--- config.mk ---
export PLATFORM = sky130hd
export DESIGN_NAME = mult_digit_seq_ctrl
export DESIGN_NICKNAME = d
export VERILOG_FILES = /design/src/rtl/mult_digit_seq_ctrl.sv
export SDC_FILE = /design/constraint.sdc
export NUM_CORES = 1
export LEC_CHECK = 0
export ABC_AREA = 1
export CAP_MARGIN = 25
export CORE_ASPECT_RATIO = 1.2
export CORE_UTILIZATION = 40
export CTS_CLUSTER_DIAMETER = 150
export DETAILED_ROUTE_END_ITERATION = 10
export PLACE_DENSITY = 0.59
export SLEW_MARGIN = 20
export SYNTH_ARGS = -nofsm -noshare
export SYNTH_HDL_FRONTEND = slang
export SYNTH_SLANG_ARGS = --single-unit
--- constraint.sdc ---
create_clock -name clk -period 4.1 [get_ports clk]
set_input_delay 0.615 -clock clk [delete_from_list [all_inputs] [get_ports clk]]
set_output_delay 0.615 -clock clk [all_outputs]
set_load 0.02 [all_outputs]
--- src/rtl/mult_digit_seq_ctrl.sv ---
// W x W unsigned multiply built by time-sharing one external DW x DW core, one digit pair per cycle.
// Latency: NP cycles from accept to out_valid (accept cycle itself for a zero operand); in_ready low while busy.
module mult_digit_seq_ctrl #(
  parameter int W  = 8,
  parameter int DW = 2
) (
  input  logic            clk,
  input  logic            rst_n,
  input  logic            in_valid,
  output logic            in_ready,
  input  logic [W-1:0]    in_a,
  input  logic [W-1:0]    in_b,
  output logic [DW-1:0]   core_a,
  output logic [DW-1:0]   core_b,
  input  logic [2*DW-1:0] core_p,
  output logic            out_valid,
  input  logic            out_ready,
  output logic [2*W-1:0]  out_p,
  output logic            busy
);
  localparam int ND = W / DW;
  localparam int NP = ND * ND;
  localparam int IW = (NP > 1) ? $clog2(NP) : 1;
  localparam int PW = 2 * W;

  typedef enum logic [1:0] {S_IDLE = 2'd0, S_RUN = 2'd1, S_DONE = 2'd2} state_t;

  state_t         state_q, state_d;
  logic [IW-1:0]  idx_q, idx_d;
  logic [W-1:0]   a_q, a_d, b_q, b_d;
  logic [PW-1:0]  acc_q, acc_d, out_p_q, out_p_d;

  logic           accept, zero_op, last_pair;
  logic [IW-1:0]  dig_i, dig_j;
  logic [PW-1:0]  pp_shifted, acc_sum;

  assign accept     = in_valid && (state_q == S_IDLE);
  assign zero_op    = (in_a == '0) || (in_b == '0);
  assign last_pair  = (idx_q == IW'(NP - 1));
  assign dig_i      = idx_q / IW'(ND);
  assign dig_j      = idx_q % IW'(ND);
  // Partial product weight is the sum of the two digit positions.
  assign pp_shifted = PW'(core_p) << (DW * (int'(dig_i) + int'(dig_j)));
  assign acc_sum    = acc_q + pp_shifted;

  always_ff @(posedge clk or negedge rst_n) begin
    if (!rst_n) begin
      state_q <= S_IDLE;
      idx_q   <= '0;
      a_q     <= '0;
      b_q     <= '0;
      acc_q   <= '0;
      out_p_q <= '0;
    end else begin
      state_q <= state_d;
      idx_q   <= idx_d;
      a_q     <= a_d;
      b_q     <= b_d;
      acc_q   <= acc_d;
      out_p_q <= out_p_d;
    end
  end

  always_comb begin
    state_d = state_q;
    idx_d   = idx_q;
    a_d     = a_q;
    b_d     = b_q;
    acc_d   = acc_q;
    out_p_d = out_p_q;
    case (state_q)
      S_IDLE: begin
        if (accept) begin
          a_d   = in_a;
          b_d   = in_b;
          acc_d = '0;
          idx_d = '0;
          if (zero_op) begin
            out_p_d = '0;
            state_d = S_DONE;
          end else begin
            state_d = S_RUN;
          end
        end
      end
      S_RUN: begin
        acc_d = acc_sum;
        if (last_pair) begin
          idx_d   = '0;
          out_p_d = acc_sum;
          state_d = S_DONE;
        end else begin
          idx_d = idx_q + 1'b1;
        end
      end
      S_DONE: begin
        if (out_ready) state_d = S_IDLE;
      end
      default: state_d = S_IDLE;
    endcase
  end

  always_comb begin
    in_ready  = (state_q == S_IDLE);
    out_valid = (state_q == S_DONE);
    busy      = (state_q != S_IDLE);
    core_a    = '0;
    core_b    = '0;
    if (state_q == S_RUN) begin
      core_a = a_q[DW*dig_i +: DW];
      core_b = b_q[DW*dig_j +: DW];
    end
  end

  assign out_p = out_p_q;

endmodule

==> results of run 1 <==
flip-flops by register name, indices dropped and copies added, names as in the netlist:
signal / flops
idx_q: 4
b_q: 8
state_q: 2
a_q: 8
acc_q: 16
out_p: 16
worst max-delay path: cells and delay by family, from the launching register on:
family / cells / cell delay (ns)
flops: 1 / 0.52
fa+ha+maj: 3 / 1.05
buf+inv: 3 / 0.31
compound gates: 2 / 0.26
simple gates: 7 / 0.96
metrics by stage:
stage,util,hold slack [ns]
floorplan,-,0.3194
global placement,0.4860,0.4635
detailed placement,0.4860,0.4660
CTS,0.4976,0.2758
global route,0.4976,0.2848
finish,0.4976,0.2553
Yosys cell counts (all sizes together), types with 3 or more instances:
master / n / share of area
nand4: 8 / 0.014
o22ai: 5 / 0.0090
nor2: 48 / 0.053
and2: 3 / 0.0054
or2: 4 / 0.0072
inv: 67 / 0.073
buf: 6 / 0.013
clkbuf: 6 / 0.0065
a21oi: 13 / 0.022
dfrtp: 54 / 0.39
ha: 17 / 0.061
nand2: 182 / 0.20
nand3: 33 / 0.048
nor3: 7 / 0.010
o21ai: 32 / 0.051
layer usage:
metal  GRT usage  wire length [um]  vias up  share of wire
met4     0.08452               255        0          0.030
li1            -                 -     1650              -
met1      0.2638              3805     1467           0.44
met2      0.3493              4286       73           0.50
met5           0                 0        -              0
met3     0.02540               267       16          0.031
power by group through the flow:
stage | Sequential (mW) | Clock, mW | Combinational [mW]
after global routing | 0.935 | 0.352 | 2.22
after CTS | 0.906 | 0.336 | 1.97
final | 0.904 | 0.325 | 1.96
after global placement | 0.911 | 0 | 1.94
after detailed placement | 0.916 | 0 | 1.96
after floorplan | 0.930 | 0 | 1.37
final cells by class:
class / instances / area share
sequential: 54 / 0.3295
clock buffer: 6 / 0.02013
tap: 114 / 0.03478
clock inverter: 2 / 0.003051
multi-input combinational: 363 / 0.4350
inverter: 68 / 0.06284
timing repair buffer: 48 / 0.1147
cells by family after synthesis:
logic type	Yosys count	synth area share
and+or+nand+nor	285	0.3402
buffers and inverters	80	0.09400
AOI/OAI and AO/OA	56	0.09436
DFF	54	0.3905
adders and majority gates	19	0.07303
xor gates and xnor gates	2	0.005062
muxes	1	0.002892
worst paths after layout:
kind | slack [ns] | cells past startpoint | start | end
min in group clk | 0.49 | 2 | out_p[4] | out_p[4]
hold / removal | 0.26 | 1 | rst_n | acc_q[12]
hold reg to reg | 0.49 | 2 | out_p[4] | out_p[4]
setup / recovery | 0.88 | 15 | idx_q[2] | out_p[6]
max in group asynchronous | 3.01 | 2 | rst_n | out_p[7]
setup reg to reg | 0.88 | 15 | idx_q[2] | out_p[6]
==> flow_metrics.py, run 1 <==
metrics = {
    "run_status": {
        "status": "finished, final reports clean",
    },
    "layout": {
        "multiInputGateArea_sq_um": 1784,
        "nNetsFinal": 583,
        "fin_area_sq_um": 4101,
        "ff_latch_area_sq_um": 1351,
        "layout_common_cells": "179 x nand2_1, 66 x inv_1, 54 x dfrtp_1, 47 x nor2_1, 45 x clkdlybuf4s50_1",
        "n_fill_cell": 857,
        "final_cells": 655,
        "synthToLayoutAreaGrowth_pct": 18.51,
        "final_common_cell": "nand2_1",
        "drive_gt1_frac": 0.04621,
        "antenna_cells": 0,
    },
    "yosys": {
        "synth-edff-count": 0,
        "synth.distinct_cells": 34,
        "ys_async_sr_fraction": 1.000,
        "ys_ff_latch": 54,
        "ys_seq_area_frac": 0.3905,
        "synth_ff_type": "dfrtp_1",
        "yosys_warnings": 0,
        "syn_inst": 497,
        "synth.avg_cell_area_sq_um": 6.963,
        "syn_nets": 540,
        "syn_area_sq_um": 3461,
    },
    "detailed_routing": {
        "wl_per_cell_um": 13.15,
        "num_vias": 3206,
        "drt_iter0_drc": 187,
        "ant_nets": 0,
        "vias_per_cell": 4.895,
        "dr.pass1.iters": 4,
        "drc": 0,
        "wl_um": 8614,
    },
    "power": {
        "p_clk_frac": 0.102,
        "switchingPower_mw": 1.577,
        "vdd_ir_drop_max_mv": 0.2951,
        "p_total_mw": 3.184,
        "swShare": 0.4953,
        "p_per_area_nw_per_um2": 776.4,
        "intPower_mw": 1.607,
        "p_leak_nw": 2.177,
        "power_frac_comb": 0.614,
        "pwr-share-seq": 0.284,
    },
    "setup_path": {
        "cpMostUsedCell": "inv_1",
        "worstSetupEndpointType": "flop",
        "cpPeakStageDelay_ns": 0.52,
        "crit_path_cell_trace": "ha_1, inv_1, fa_1, inv_1, nor2_1, a31oi_1, nor2_1, ha_1, nand2_1, inv_1, nand2_1, nand3_1, or2_2, nand3_1, o21ai_1",
        "cp_max_fo": 9,
        "worst_path_max_delay_cell": "dfrtp_1",
        "crit_type": "flop to flop",
        "crit_path_start_kind": "flop",
        "crit_arrival_ns": 3.42,
        "required_ns": 4.30,
    },
    "floorplanning": {
        "core.rowCount": 36,
        "design.die.area_sq_um": 9030,
        "start_util": 0.4199,
        "core_sq_um": 8243,
        "dieWidth_um": 86.91,
        "ios": 47,
        "die_y_um": 103.9,
    },
    "placed_design": {
        "hpwl_um": 6672,
        "portBuffers": 46,
        "placed_area_sq_um": 4006,
        "place.gp.congestion": 0.9786,
        "place_worst_setup_slack_ns": 0.8725,
        "dpl.cell_count": 647,
    },
    "cts": {
        "h-tree-depth": 2,
        "postCtsSetupBuffers": 0,
        "cts_hold_buffers": 0,
        "cts_tree": "built",
        "cts.sinks": 54,
        "cts_resized": 0,
        "clkLatencyLatePin_ns": 0.32,
        "clock_path_buffers": 2,
        "cts_buffers": 5,
        "clkSlewWorstSetupHoldPaths_ns": 0.11,
        "clockRootBuffer": "clkbuf_8",
    },
    "global_routing": {
        "grt_max_degree": 35,
        "grt_pass1_vias": 3070,
        "grt_pass1_wl_um": 14560,
        "overflow": 0,
        "antenna_found_initial": 0,
        "track_usage": 0.2069,
    },
    "sta": {
        "fin_tns_setup_ns": 0,
        "grt_setup_unrepaired": "no",
        "slew_headroom": 0.5919,
        "finalCriticalPeriod_ns": 3.225,
        "drv_slew": 0,
        "hold_viol_final": 0,
        "fmax_mhz": 310.1,
        "timing.final.ws_setup_ns": 0.8755,
        "skew_ns": 0.009244,
        "fin_crit_sh": 0.7865,
        "worst_slew_pin_slew_ns": 0.6115,
        "setup_viol": 0,
    },
    "min_path": {
        "hold_class": "primary input to async pin",
    },
    "job": {
        "drv_cap": 0,
    },
}
Note: power is estimated with default switching activity, not from simulation.
==> inputs of run 2 (changes only) <==
--- a/config.mk
+++ b/config.mk
@@ -11,7 +11,7 @@
 export CORE_UTILIZATION = 40
 export CTS_CLUSTER_DIAMETER = 150
 export DETAILED_ROUTE_END_ITERATION = 10
-export PLACE_DENSITY = 0.59
+export PLACE_DENSITY = 0.62
 export SLEW_MARGIN = 20
 export SYNTH_ARGS = -nofsm -noshare
 export SYNTH_HDL_FRONTEND = slang
==> constraint.sdc (replaced) <==
create_clock -name clk -period 2.87 [get_ports clk]
set_input_delay 0.4305 -clock clk [delete_from_list [all_inputs] [get_ports clk]]
set_output_delay 0.4305 -clock clk [all_outputs]
set_load 0.02 [all_outputs]
==> flow_metrics.py, run 2 (synthesis gave the netlist of run 1 again) <==
metrics = {
    "sta": {
        "setup_viol": 0,
        "hold_viol_final": 0,
        "fin_tns_setup_ns": 0,
        "skew_ns": 0.01856,
        "timing.final.ws_setup_ns": 0.05027,
        "drv_slew": 0,
        "finalCriticalPeriod_ns": 2.820,
        "fmax_mhz": 354.6,
        "grt_setup_unrepaired": "yes",
        "slew_headroom": 0.6558,
        "worst_slew_pin_slew_ns": 0.5151,
        "fin_crit_sh": 0.9825,
    },
    "setup_path": {
        "worst_path_max_delay_cell": "fa_2",
        "crit_path_start_kind": "flop",
        "crit_path_cell_trace": "ha_2, inv_2, fa_2, buf_6, nand3_4, nor2_2, ha_2, inv_2, fa_2, inv_2, nand3_2, nand3_4, nand3_2, nand4_1, nand4_1, nand2_1",
        "cp_max_fo": 4,
        "cpMostUsedCell": "inv_2",
        "required_ns": 3.14,
        "crit_arrival_ns": 3.09,
        "cpPeakStageDelay_ns": 0.57,
        "worstSetupEndpointType": "flop",
        "crit_type": "flop to flop",
    },
    "placed_design": {
        "place_worst_setup_slack_ns": -0.1546,
        "hpwl_um": 6993,
        "place.gp.congestion": 0.9196,
        "placed_area_sq_um": 4192,
        "portBuffers": 46,
    },
    "power": {
        "p_leak_nw": 2.441,
        "swShare": 0.4810,
        "power_frac_comb": 0.687,
        "switchingPower_mw": 2.779,
        "p_per_area_nw_per_um2": 1195,
        "pwr-share-seq": 0.221,
        "vdd_ir_drop_max_mv": 0.5502,
        "p_clk_frac": 0.092,
        "intPower_mw": 2.999,
    },
    "detailed_routing": {
        "wl_per_cell_um": 13.91,
        "drt_iter0_drc": 129,
        "drc": 0,
        "vias_per_cell": 5.004,
        "ant_nets": 0,
        "num_vias": 3438,
        "dr.pass1.iters": 4,
        "wl_um": 9559,
    },
    "layout": {
        "nNetsFinal": 615,
        "final_common_cell": "nand2_1",
        "layout_common_cells": "153 x nand2_1, 60 x inv_1, 54 x dfrtp_1, 45 x clkdlybuf4s50_1, 31 x nor2_1",
        "drive_gt1_frac": 0.2565,
        "fin_area_sq_um": 4835,
        "antenna_cells": 0,
        "synthToLayoutAreaGrowth_pct": 39.70,
    },
    "job": {
        "drv_cap": 0,
    },
    "cts": {
        "cts_buffers": 5,
        "cts.sinks": 54,
        "clock_path_buffers": 2,
        "h-tree-depth": 2,
        "clkSlewWorstSetupHoldPaths_ns": 0.11,
        "clockRootBuffer": "clkbuf_8",
        "cts_tree": "built",
        "clkLatencyLatePin_ns": 0.33,
    },
    "floorplanning": {
        "die_y_um": 103.9,
        "dieWidth_um": 86.91,
        "start_util": 0.4199,
        "core.rowCount": 36,
        "design.die.area_sq_um": 9030,
        "ios": 47,
        "core_sq_um": 8243,
    },
    "global_routing": {
        "antenna_found_initial": 0,
        "grt_max_degree": 31,
        "track_usage": 0.2157,
        "grt_pass1_wl_um": 15210,
        "overflow": 0,
        "grt_pass1_vias": 3324,
    },
    "run_status": {
        "status": "finished, final reports clean",
    },
    "min_path": {
        "hold_class": "primary input to async pin",
    },
}
-- run 2: power by group through the flow --
stage	clock (mW)	sequential, mW	combinational (mW)
finish	0.529	1.28	3.97
floorplan	0	1.33	1.96
global placement	0	1.27	3.02
detailed placement	0	1.28	3.07
global route	0.570	1.32	4.38
CTS	0.538	1.26	3.19
-- run 2: critical path, delay by kind of cell (launching register included) --
family	cells	cell delay (ns)
adders and majority gates	4	1.29
buffers and inverters	4	0.29
DFF	1	0.37
and+or+nand+nor	8	0.80
-- run 2: layout make-up --
cell class / instances / area [sq um]
clock buffer: 5 / 68.82
clock inverter: 3 / 40.04
fill: 793 / 3408
multi-input combinational: 363 / 2233
tap: 114 / 142.6
sequential: 54 / 1351
timing repair buffer: 80 / 738.2
inverter: 68 / 260.3
-- run 2: path summary, 6_finish.rpt --
| kind | from | endpoint | slack (ns) | depth (start not counted) |
|---|---|---|---|---|
| min in group clk | out_p[2] | out_p[2] | 0.49 | 2 |
| setup reg to reg | idx_q[0] | out_p[12] | 0.05 | 16 |
| setup / recovery | idx_q[0] | out_p[12] | 0.05 | 16 |
| hold reg to reg | out_p[2] | out_p[2] | 0.49 | 2 |
| max in group asynchronous | rst_n | a_q[1] | 2.13 | 3 |
| hold / removal | rst_n | acc_q[12] | 0.03 | 1 |
-- run 2: routing by layer --
layer,track usage,vias up,wire (um)
met5,0,-,0
met4,0.07976,0,368
met3,0.03333,26,295
met2,0.3881,74,4965
met1,0.2525,1622,3929
li1,-,1716,-
-- run 2: stage by stage --
stage | power (mW) | cells | hold WS [ns] | utilization
detailed placement | 4.345 | 670 | 0.4019 | 0.5085
CTS | 4.993 | 681 | 0.05078 | 0.5275
global placement | 4.284 | 669 | 0.4599 | 0.5061
floorplan | 3.291 | 497 | 0.1349 | -
global route | 6.261 | 687 | 0.05876 | 0.5865
finish | 5.778 | 687 | 0.02909 | 0.5865
-- run 2: repair_timing --
action,CTS,global route
endpoints found under the setup margin,18,26
hold buffers,0,0
buffers inserted,3,6
pin swaps,1,42
resized for setup,9,105
==> inputs of run 3 (changes only) <==
--- a/config.mk
+++ b/config.mk
@@ -6,6 +6,7 @@
 export NUM_CORES = 1
 export LEC_CHECK = 0
 export ABC_AREA = 1
+export ABC_CLOCK_PERIOD_IN_PS = 2870
 export CAP_MARGIN = 25
 export CORE_ASPECT_RATIO = 1.2
 export CORE_UTILIZATION = 40
==> results of run 3 <==
No change in the layout: final DEF, timing and power equal those of run 2.
